==> src/rtl/conv_run_sequencer_if.sv <==
// Host/core signal bundle for conv_run_sequencer.
// The slave modport is the sequencer's view; master is the host + core side.
interface conv_run_sequencer_if #(
    parameter int DATA_WIDTH = 32,
    parameter int ADDR_WIDTH = 5,
    parameter int CNT_WIDTH  = 16
);
    // Host request side
    logic                  host_go;
    logic                  host_clear;
    logic [ADDR_WIDTH-1:0] host_sizeX;
    logic [ADDR_WIDTH-1:0] host_sizeY;

    // Core control side
    logic [DATA_WIDTH-1:0] cfg_o;
    logic                  core_start_o;
    logic                  core_busy_i;
    logic                  core_done_i;
    logic                  mem_host_sel_o;

    // Host status side
    logic                  busy_o;
    logic                  done_o;
    logic                  err_o;
    logic [1:0]            err_code_o;
    logic [CNT_WIDTH-1:0]  cycle_cnt_o;
    logic [ADDR_WIDTH:0]   result_len_o;

    modport slave (
        input  host_go, host_clear, host_sizeX, host_sizeY, core_busy_i, core_done_i,
        output cfg_o, core_start_o, mem_host_sel_o, busy_o, done_o, err_o,
               err_code_o, cycle_cnt_o, result_len_o
    );

    modport master (
        output host_go, host_clear, host_sizeX, host_sizeY, core_busy_i, core_done_i,
        input  cfg_o, core_start_o, mem_host_sel_o, busy_o, done_o, err_o,
               err_code_o, cycle_cnt_o, result_len_o
    );
endinterface

==> src/rtl/conv_run_sequencer.sv <==
// conv_run_sequencer: runs one convolution on the core per accepted host_go.
// Latches sizes into the core config word, pulses start, supervises busy/done,
// swaps memory ownership between host and core and reports sticky status.
// Optional run watchdog: define CONV_SEQ_WDOG_EN to abort a run whose cycle
// count reaches RUN_LIMIT without core_done_i (error code 11).
// All outputs are registered and take their new value on entry to a state,
// so done_o follows core_done_i by exactly one cycle.
module conv_run_sequencer #(
    parameter int DATA_WIDTH = 32,
    parameter int ADDR_WIDTH = 5,
    parameter int CNT_WIDTH  = 16,
    parameter int BUSY_WAIT  = 4,
    parameter int RUN_LIMIT  = 4096
) (
    input  logic                 clk,
    input  logic                 rst,
    conv_run_sequencer_if.slave  bus
);
    typedef enum logic [2:0] {
        IDLE,
        ARM,
        START,
        WAIT_BUSY,
        RUN,
        FINISH
    } stateT;

    localparam int TMR_W = $clog2(BUSY_WAIT + 1);
    localparam logic [TMR_W-1:0]      TMR_ONE    = TMR_W'(1);
    localparam logic [TMR_W-1:0]      TMR_LAST   = TMR_W'(BUSY_WAIT - 1);
    localparam logic [CNT_WIDTH-1:0]  CNT_ONE    = CNT_WIDTH'(1);
    localparam logic [ADDR_WIDTH:0]   LEN_ONE    = (ADDR_WIDTH + 1)'(1);
    localparam logic [1:0]            ERR_SIZE   = 2'b01;
    localparam logic [1:0]            ERR_NOBUSY = 2'b10;
`ifdef CONV_SEQ_WDOG_EN
    localparam logic [1:0]            ERR_WDOG   = 2'b11;
    localparam logic [CNT_WIDTH-1:0]  RUN_LIMIT_CNT = CNT_WIDTH'(RUN_LIMIT);
`endif

    stateT                 stateReg, stateNext;
    logic [DATA_WIDTH-1:0] cfgReg, cfgNext;
    logic                  startReg, startNext;
    logic                  memHostSelReg, memHostSelNext;
    logic                  busyReg, busyNext;
    logic                  doneReg, doneNext;
    logic                  errReg, errNext;
    logic [1:0]            errCodeReg, errCodeNext;
    logic [CNT_WIDTH-1:0]  cycleCntReg, cycleCntNext;
    logic [ADDR_WIDTH:0]   resultLenReg, resultLenNext;
    logic [TMR_W-1:0]      timerReg, timerNext;

    logic [DATA_WIDTH-1:0] cfgWord;
    logic [ADDR_WIDTH:0]   lenSum;
    logic                  sizeBad;
    logic [CNT_WIDTH-1:0]  cntInc;

    // Config word: sizeX in the low field, sizeY above it, the rest zero.
    genvar gi;
    generate
        for (gi = 0; gi < ADDR_WIDTH; gi++) begin : g_cfgFields
            assign cfgWord[gi]              = bus.host_sizeX[gi];
            assign cfgWord[ADDR_WIDTH + gi] = bus.host_sizeY[gi];
        end
        for (gi = 2 * ADDR_WIDTH; gi < DATA_WIDTH; gi++) begin : g_cfgPad
            assign cfgWord[gi] = 1'b0;
        end
    endgenerate

    // One extra bit on the sum so (31,31) -> 61 does not wrap.
    assign lenSum  = {1'b0, bus.host_sizeX} + {1'b0, bus.host_sizeY} - LEN_ONE;
    assign sizeBad = (bus.host_sizeX == '0) || (bus.host_sizeY == '0);
    // Run counter saturates rather than wrapping.
    assign cntInc  = (cycleCntReg == '1) ? cycleCntReg : cycleCntReg + CNT_ONE;

    // Next-state and next-output logic; every register holds unless changed.
    always_comb begin
        stateNext      = stateReg;
        cfgNext        = cfgReg;
        startNext      = 1'b0;
        memHostSelNext = memHostSelReg;
        busyNext       = busyReg;
        doneNext       = doneReg;
        errNext        = errReg;
        errCodeNext    = errCodeReg;
        cycleCntNext   = cycleCntReg;
        resultLenNext  = resultLenReg;
        timerNext      = timerReg;

        // Clear acts first so a same-cycle event can still set a fresh flag.
        if (bus.host_clear) begin
            doneNext    = 1'b0;
            errNext     = 1'b0;
            errCodeNext = 2'b00;
        end

        case (stateReg)
            IDLE: begin
                if (bus.host_go) begin
                    if (sizeBad) begin
                        errNext     = 1'b1;
                        errCodeNext = ERR_SIZE;
                    end else begin
                        cfgNext        = cfgWord;
                        resultLenNext  = lenSum;
                        doneNext       = 1'b0;
                        errNext        = 1'b0;
                        errCodeNext    = 2'b00;
                        cycleCntNext   = '0;
                        busyNext       = 1'b1;
                        memHostSelNext = 1'b0;
                        stateNext      = ARM;
                    end
                end
            end
            ARM: begin
                // cfg_o has been stable for a full cycle when start rises.
                startNext = 1'b1;
                stateNext = START;
            end
            START: begin
                cycleCntNext = cntInc;
                timerNext    = '0;
                stateNext    = WAIT_BUSY;
            end
            WAIT_BUSY: begin
                if (bus.core_busy_i) begin
                    cycleCntNext = cntInc;
                    stateNext    = RUN;
                end else if (bus.core_done_i) begin
                    doneNext       = 1'b1;
                    busyNext       = 1'b0;
                    memHostSelNext = 1'b1;
                    stateNext      = FINISH;
                end else if (timerReg == TMR_LAST) begin
                    errNext        = 1'b1;
                    errCodeNext    = ERR_NOBUSY;
                    busyNext       = 1'b0;
                    memHostSelNext = 1'b1;
                    stateNext      = FINISH;
                end else begin
                    cycleCntNext = cntInc;
                    timerNext    = timerReg + TMR_ONE;
                end
            end
            RUN: begin
                if (bus.core_done_i) begin
                    doneNext       = 1'b1;
                    busyNext       = 1'b0;
                    memHostSelNext = 1'b1;
                    stateNext      = FINISH;
`ifdef CONV_SEQ_WDOG_EN
                end else if (cycleCntReg >= RUN_LIMIT_CNT) begin
                    errNext        = 1'b1;
                    errCodeNext    = ERR_WDOG;
                    busyNext       = 1'b0;
                    memHostSelNext = 1'b1;
                    stateNext      = FINISH;
`endif
                end else begin
                    cycleCntNext = cntInc;
                end
            end
            FINISH: begin
                stateNext = IDLE;
            end
            default: begin
                stateNext = IDLE;
            end
        endcase
    end

    // State register.
    always_ff @(posedge clk or posedge rst) begin
        if (rst) begin
            stateReg <= IDLE;
        end else begin
            stateReg <= stateNext;
        end
    end

    // Registered outputs and run bookkeeping.
    always_ff @(posedge clk or posedge rst) begin
        if (rst) begin
            cfgReg        <= '0;
            startReg      <= 1'b0;
            memHostSelReg <= 1'b1;
            busyReg       <= 1'b0;
            doneReg       <= 1'b0;
            errReg        <= 1'b0;
            errCodeReg    <= 2'b00;
            cycleCntReg   <= '0;
            resultLenReg  <= '0;
            timerReg      <= '0;
        end else begin
            cfgReg        <= cfgNext;
            startReg      <= startNext;
            memHostSelReg <= memHostSelNext;
            busyReg       <= busyNext;
            doneReg       <= doneNext;
            errReg        <= errNext;
            errCodeReg    <= errCodeNext;
            cycleCntReg   <= cycleCntNext;
            resultLenReg  <= resultLenNext;
            timerReg      <= timerNext;
        end
    end

    assign bus.cfg_o          = cfgReg;
    assign bus.core_start_o   = startReg;
    assign bus.mem_host_sel_o = memHostSelReg;
    assign bus.busy_o         = busyReg;
    assign bus.done_o         = doneReg;
    assign bus.err_o          = errReg;
    assign bus.err_code_o     = errCodeReg;
    assign bus.cycle_cnt_o    = cycleCntReg;
    assign bus.result_len_o   = resultLenReg;
endmodule
==> src/flat_wrapper.sv <==
// flat-port wrapper written by rule: the top's interface ports become plain ports
module conv_run_sequencer_flat 
#(
    parameter int DATA_WIDTH = 32,
    parameter int ADDR_WIDTH = 5,
    parameter int CNT_WIDTH  = 16,
    parameter int BUSY_WAIT  = 4,
    parameter int RUN_LIMIT  = 4096
)
  (clk, rst, bus_host_go, bus_host_clear, bus_host_sizeX, bus_host_sizeY, bus_core_busy_i, bus_core_done_i, bus_cfg_o, bus_core_start_o, bus_mem_host_sel_o, bus_busy_o, bus_done_o, bus_err_o, bus_err_code_o, bus_cycle_cnt_o, bus_result_len_o);
  conv_run_sequencer_if #(.DATA_WIDTH(DATA_WIDTH), .ADDR_WIDTH(ADDR_WIDTH), .CNT_WIDTH(CNT_WIDTH)) bus_i ();
  input  logic clk;
  input  logic rst;
  input wire logic [$bits(bus_i.host_go)-1:0] bus_host_go;
  input wire logic [$bits(bus_i.host_clear)-1:0] bus_host_clear;
  input wire logic [$bits(bus_i.host_sizeX)-1:0] bus_host_sizeX;
  input wire logic [$bits(bus_i.host_sizeY)-1:0] bus_host_sizeY;
  input wire logic [$bits(bus_i.core_busy_i)-1:0] bus_core_busy_i;
  input wire logic [$bits(bus_i.core_done_i)-1:0] bus_core_done_i;
  output wire logic [$bits(bus_i.cfg_o)-1:0] bus_cfg_o;
  output wire logic [$bits(bus_i.core_start_o)-1:0] bus_core_start_o;
  output wire logic [$bits(bus_i.mem_host_sel_o)-1:0] bus_mem_host_sel_o;
  output wire logic [$bits(bus_i.busy_o)-1:0] bus_busy_o;
  output wire logic [$bits(bus_i.done_o)-1:0] bus_done_o;
  output wire logic [$bits(bus_i.err_o)-1:0] bus_err_o;
  output wire logic [$bits(bus_i.err_code_o)-1:0] bus_err_code_o;
  output wire logic [$bits(bus_i.cycle_cnt_o)-1:0] bus_cycle_cnt_o;
  output wire logic [$bits(bus_i.result_len_o)-1:0] bus_result_len_o;
  assign bus_i.host_go = bus_host_go;
  assign bus_i.host_clear = bus_host_clear;
  assign bus_i.host_sizeX = bus_host_sizeX;
  assign bus_i.host_sizeY = bus_host_sizeY;
  assign bus_i.core_busy_i = bus_core_busy_i;
  assign bus_i.core_done_i = bus_core_done_i;
  assign bus_cfg_o = bus_i.cfg_o;
  assign bus_core_start_o = bus_i.core_start_o;
  assign bus_mem_host_sel_o = bus_i.mem_host_sel_o;
  assign bus_busy_o = bus_i.busy_o;
  assign bus_done_o = bus_i.done_o;
  assign bus_err_o = bus_i.err_o;
  assign bus_err_code_o = bus_i.err_code_o;
  assign bus_cycle_cnt_o = bus_i.cycle_cnt_o;
  assign bus_result_len_o = bus_i.result_len_o;
  conv_run_sequencer #(.DATA_WIDTH(DATA_WIDTH), .ADDR_WIDTH(ADDR_WIDTH), .CNT_WIDTH(CNT_WIDTH), .BUSY_WAIT(BUSY_WAIT), .RUN_LIMIT(RUN_LIMIT)) u_core (.clk(clk), .rst(rst), .bus(bus_i));
endmodule
==> config.mk <==
export PLATFORM = sky130hd
export DESIGN_NAME = conv_run_sequencer_flat
export DESIGN_NICKNAME = d
export VERILOG_FILES = /design/src/rtl/conv_run_sequencer_if.sv /design/src/rtl/conv_run_sequencer.sv /design/src/flat_wrapper.sv
export SDC_FILE = /design/constraint.sdc
export NUM_CORES = 1
export LEC_CHECK = 0
export ABC_CLOCK_PERIOD_IN_PS = 3400
export BUFFER_PORTS_ARGS = -buffer_cell sky130_fd_sc_hd__buf_4
export CAP_MARGIN = 10
export CELL_PAD_IN_SITES_DETAIL_PLACEMENT = 1
export CELL_PAD_IN_SITES_GLOBAL_PLACEMENT = 2
export CORE_MARGIN = 1
export CORE_UTILIZATION = 34
export DETAILED_ROUTE_END_ITERATION = 8
export GPL_TIMING_DRIVEN = 0
export PLACE_DENSITY = 0.9
export SLEW_MARGIN = 20
export SYNTH_ARGS = -nofsm -noshare
export SYNTH_HDL_FRONTEND = slang
export SYNTH_SLANG_ARGS = --single-unit
==> constraint.sdc <==
create_clock -name clk -period 3.4 [get_ports clk]
set_input_delay 0.17 -clock clk [delete_from_list [all_inputs] [get_ports clk]]
set_output_delay 0.17 -clock clk [all_outputs]
set_load 0.005 [all_outputs]
; After elaboration in Yosys (flattened, before gate mapping)
; Index checks and enable logic that the tools add are counted.
[classes]
eq_ne = 17
n_bitwise = 1
n_mux = 54
n_reduce_logical = 12
n_addsub = 4
[op_table]
columns = cell, n
row1 = $mux 16, 7
row2 = $pmux 16 s4, 1
row3 = $mux 3, 9
row4 = $mux 1, 25
row5 = $add 16x1->16 const B, 1
row6 = $eq 16x16->1 const B, 1
row7 = $pmux 3 s5, 1
row8 = $ne 2x2->1 const B, 7
row9 = $reduce_and 6->1, 2
row10 = $logic_not 5->1, 2
row11 = $mux 2, 5
row12 = $eq 3x2->1 const B, 3
row13 = $pmux 1 s3, 3
row14 = $reduce_and 4->1, 2
row15 = $add 5x5->6, 1
row16 = $ne 3x3->1 const B, 2
row17 = $pmux 3 s2, 1
row18 = $sub 6x1->6 const B, 1
row19 = $ne 4x3->1 const B, 1
row20 = $pmux 2 s2, 1
row21 = $reduce_bool 4->1, 1
row22 = $add 3x1->3 const B, 1
row23 = $eq 3x1->1 const B, 1
row24 = $eq 3x3->1 const B, 1
row25 = other kinds (8), 8
[totals]
output_inout_bits = 61
in_bits = 16
wordCells = 99
ff_bits = 45

; Logic depth before layout (Yosys ltp)
[depth]
ltp_word = 6
depth_mapped = 9
mapped_depth_nobuf = 9

; Worst setup path before layout
; OpenSTA, ideal clock, no wires.
[synth_timing]
path_kind = input port to flip-flop
from = in bus_host_sizeY[1]
to = reg u_core.resultLenReg[5], in the netlist u_core.bus.result_len_o[5]
setup_slack_ns = 1.546
setup_ns = 0.125
t_arrival_ns = 1.729
cell_stages = 9
path_buffers = 0
required_ns = 3.275
cell_sequence = inv_1 ha_1 inv_1 ha_1 fa_1 a21o_1 a21oi_1 xnor2_1 mux2_2
[synth_via]
elab_chain_len = 4
elab_cells_between_ends = 6
classes_between = add/sub (2) / bitwise (1) / reduce/logical (3)
[synth_rtl]
columns = element, line_no
row1 = "start, declared", flat_wrapper.sv:17  ; input wire logic [$bits(bus_i.host_sizeY)-1:0] bus_host_sizeY;
row2 = branches (longest 4 deep; another with $add 5x5->6), --
row3 = "end signal, assigned", conv_run_sequencer.sv:203  ; resultLenReg <= resultLenNext;
row4 = "end, declared", conv_run_sequencer.sv:49  ; logic [ADDR_WIDTH:0] resultLenReg, resultLenNext;
; Parallel ways; which one is timed is not known.
; A chain may end at the register's enable or synchronous reset.

; Worst setup path after layout
[layout_timing]
from = reg u_core.stateReg[0]
to = reg u_core.cycleCntReg[3], in the netlist u_core.bus.cycle_cnt_o[3]
[layout_via]
elab_chain_len = 3
elab_cells_between_ends = 12
classes_between = eq/ne (8) / mux (1) / reduce/logical (3)
[layout_rtl]
columns = element, line_no
row1 = "start, declared", conv_run_sequencer.sv:40  ; stateT stateReg, stateNext;
row2 = "start signal, assigned", conv_run_sequencer.sv:177  ; stateReg <= stateNext;
row3 = "$eq 3x2->1, or another cell as far along", conv_run_sequencer.sv:96  ; case (stateReg)
row4 = "$ne 3x3->1 (no source line), or another cell as far along", --
row5 = $reduce_and 6->1 (no source line), --
row6 = "end signal, assigned", conv_run_sequencer.sv:202  ; cycleCntReg <= cycleCntNext;
row7 = "end, declared", conv_run_sequencer.sv:48  ; logic [CNT_WIDTH-1:0] cycleCntReg, cycleCntNext;
; Parallel ways exist; a longest one is shown, timed or not.

==> results_dict.tcl <==
set metrics [dict create \
    status "finished clean" \
    hold_class "input pin to flop" \
    grt_pass1_wl_mm 11.1 \
    p_int_w 0.00147 \
    worst_pin_slew_ns 0.843 \
    gp_congestion 0.774 \
    cpLargestDelayFamily "simple AND/OR/NAND/NOR gates" \
    grtUsageTotal_pct 17.2 \
    switching_share_pct 35.5 \
    antenna_found_initial 0 \
    cts_buffers 5 \
    clkSinkCount 45 \
    critPathLaunchType "flop" \
    fin_hold_ws_ns 0.110 \
    cp.required_ns 3.61 \
    synth.avg_cell_area_sq_um 9.79 \
    h-tree-depth 2 \
    synthCells 270 \
    synth_area_leader_cell "dfrtp_1" \
    slew_violations 0 \
    place_hpwl_mm 5.10 \
    synth_area_leaders "dfrtp_1 (42%), mux2_2 (6.4%), buf_4 (6.3%), ha_1 (6.2%), o31ai_1 (4.8%)" \
    ctsHoldBuffers 1 \
    grt_pass1_vias 2186 \
    io_pins 77 \
    dp.cells 444 \
    area_delta_synth_final_pct 28.6 \
    finalSetupTns_ns 0 \
    port_buffers 53 \
    p_seq_share_pct 36.4 \
    place_worst_setup_slack_ns 1.12 \
    grt_overflow_total 0 \
    cp_num_buf_inv 1 \
    path_class "flop to flop" \
    final_hold_viol_count 0 \
    crit_top_cell "o31ai_1" \
    synth_ff_type "dfrtp_1" \
    worstPathArrival_ns 2.53 \
    setup_slack_ns 1.08 \
    netlist_area_sq_mm 0.00264 \
    viasPerCell 4.87 \
    p_leak_nw 1.68 \
    max-vdd-ir-drop_uv 230 \
    relSlewSlack_pct 43.6 \
    die_x_um 90.2 \
    finalCriticalPeriod_ns 2.32 \
    nNetsFinal 383 \
    synth_edf_count 0 \
    worst_setup_path_end_kind "flop" \
    pwr_density_cell_mw_per_mm2 670 \
    core_area_sq_mm 0.00737 \
    start_util_pct 35.9 \
    timing.fmax_mhz 431 \
    drt_iter0_markers 73 \
    period_share_pct 68.2 \
    cts-root-buf "clkbuf_8" \
    netlist-cell-type-count 51 \
    r2r_slack_ns 1.08 \
    min_from "bus_host_sizeX[0]" \
    maxCapViolations 0 \
    path_clk_slew_ns 0.09 \
    hold_path_end "u_core.bus.cfg_o[0]" \
    grt_setup_unrepaired "no" \
    ys_async_sr_fraction_pct 100 \
    layout-drive-gt1-share_pct 31.9 \
    wl_per_cell_um 14.7 \
    synth_seq_cells 45 \
    worstPathMaxFanout 10 \
    synth_top_area_share_pct 41.7 \
    ys_warn_count 0 \
    antenna_left 0 \
    dr_total_vias 2206 \
    pwr-share-clk_pct 18.9 \
    clkLatencyLatePin_ns 0.30 \
    num_rows 31 \
    skew_ns 0.00525 \
    cp_slowest_cell "nor2_1" \
    post_cts_buffers 0 \
    worstReg2RegStart "u_core.stateReg[0]" \
    antennaDiodeCount 0 \
    finalSetupViolCount 0 \
    r2r_cells 6 \
    die_h_um 90.2 \
    fin_cells 453 \
    combPwrFrac_pct 44.7 \
    cts_tree "built" \
    clk_path_buf_depth 2 \
    cp_slowest_stage_delay_ns 0.69 \
    whs_path_depth 2 \
    placed_area_sq_mm 0.00327 \
    die_area_sq_mm 0.00813 \
    cts_resized 0 \
    path_cells "buf_2, nor3b_2, o21ai_1, nor2_1, o31ai_1, o31ai_1" \
    wl_mm 6.66 \
    first_pass_iters 5 \
    power_switching_w 0.000809 \
    yosysSeqAreaShare_pct 42.7 \
    route.detailed.drc 0 \
    final_area_sq_mm 0.00340 \
    r2r_end "u_core.bus.cycle_cnt_o[3]" \
    grt_max_degree 25 \
    fillerInstances 885 \
]
routing by layer:
metal  vias to the layer above  global-route usage (%)  wire [um]
li1                       1084                       -          -
met3                         5                    2.88        251
met2                        54                    28.1       3330
met4                         0                    5.51         63
met1                      1063                    23.1       3020
met5                         -                       0          0
layout make-up:
| type | count | area, sq um | share of cell area (%) |
|---|---|---|---|
| Buffer | 32 | 224 | 6.59 |
| Clock buffer | 7 | 86.3 | 2.54 |
| Clock inverter | 1 | 30.0 | 0.884 |
| Inverter | 28 | 105 | 3.09 |
| Multi-Input combinational cell | 186 | 1260 | 37.2 |
| Sequential cell | 45 | 1130 | 33.2 |
| Tap cell | 99 | 124 | 3.65 |
| Timing Repair Buffer | 55 | 435 | 12.8 |
cell usage in the layout (no fill, tap or decap), drive strengths merged, types with 3 or more instances in the layout:
master	netlist	layout
a21oi	9	9
buf	29	83
clkbuf	3	10
conb	1	22
dfrtp	44	44
ha	13	13
inv	28	28
mux2	15	15
nand2	12	12
nand3	10	10
nor2	13	13
nor2b	3	3
nor3	3	3
o21ai	22	22
o22a	3	3
o22ai	4	4
o31ai	17	17
or3	3	3
xnor2	3	3
stage by stage:
step                power (W)  util (%)
CTS                   0.00231      46.1
detailed placement    0.00187      44.4
finish                0.00228      46.1
global placement      0.00182      44.0
floorplan             0.00143         -
global route          0.00244      46.1
worst max-delay path by stage:
stage	from	endpoint	depth (start not counted)
final	u_core.stateReg[0]	u_core.bus.cycle_cnt_o[3]	6
after global routing	u_core.stateReg[0]	u_core.bus.cycle_cnt_o[12]	6
after CTS	u_core.stateReg[0]	u_core.bus.cycle_cnt_o[3]	6
after detailed placement	u_core.stateReg[0]	u_core.bus.cycle_cnt_o[3]	6
after global placement	u_core.stateReg[0]	u_core.bus.cycle_cnt_o[11]	6
after floorplan	bus_host_sizeY[1]	u_core.bus.result_len_o[5]	9
power groups by stage:
stage,sequential [W],combinational [W],clock (W)
after global placement,0.000828,0.000993,0
after CTS,0.000832,0.00104,0.000442
final,0.000828,0.00102,0.000430
after global routing,0.000853,0.00113,0.000462
after floorplan,0.000828,0.000605,0
after detailed placement,0.000841,0.00103,0
cell usage after synthesis (3+ instances only):
| cell type | count |
|---|---|
| dfrtp_1 | 44 |
| inv_1 | 28 |
| buf_4 | 22 |
| o31ai_1 | 17 |
| mux2_2 | 15 |
| ha_1 | 13 |
| nor2_1 | 13 |
| nand2_1 | 12 |
| o21ai_1 | 11 |
| nand3_1 | 10 |
| o21ai_0 | 10 |
| a21oi_1 | 9 |
| buf_2 | 5 |
| o22ai_1 | 4 |
| clkbuf_1 | 3 |
| nor2b_1 | 3 |
| nor3_1 | 3 |
| o22a_1 | 3 |
| or3_1 | 3 |
| xnor2_1 | 3 |
sequential cells by signal (all words and copies together), names as in the netlist:
name,count
u_core.bus.busy_o,1
u_core.bus.err_o,1
u_core.stateReg,3
u_core.bus.core_start_o,1
u_core.bus.err_code_o,2
u_core.bus.cycle_cnt_o,16
u_core.bus.mem_host_sel_o,1
u_core.bus.result_len_o,6
u_core.bus.cfg_o,10
u_core.bus.done_o,1
u_core.timerReg,3
logic make-up after synthesis:
kind of cell | after synthesis | share of synthesized area (%)
compound gates | 72 | 18.3
xor+xnor | 4 | 1.33
fa+ha+maj | 14 | 6.91
buf+inv | 60 | 12.5
flops | 45 | 42.7
mux | 16 | 6.77
other cells | 1 | 0.142
simple gates | 58 | 11.4
(Power assumes the default switching activity.)
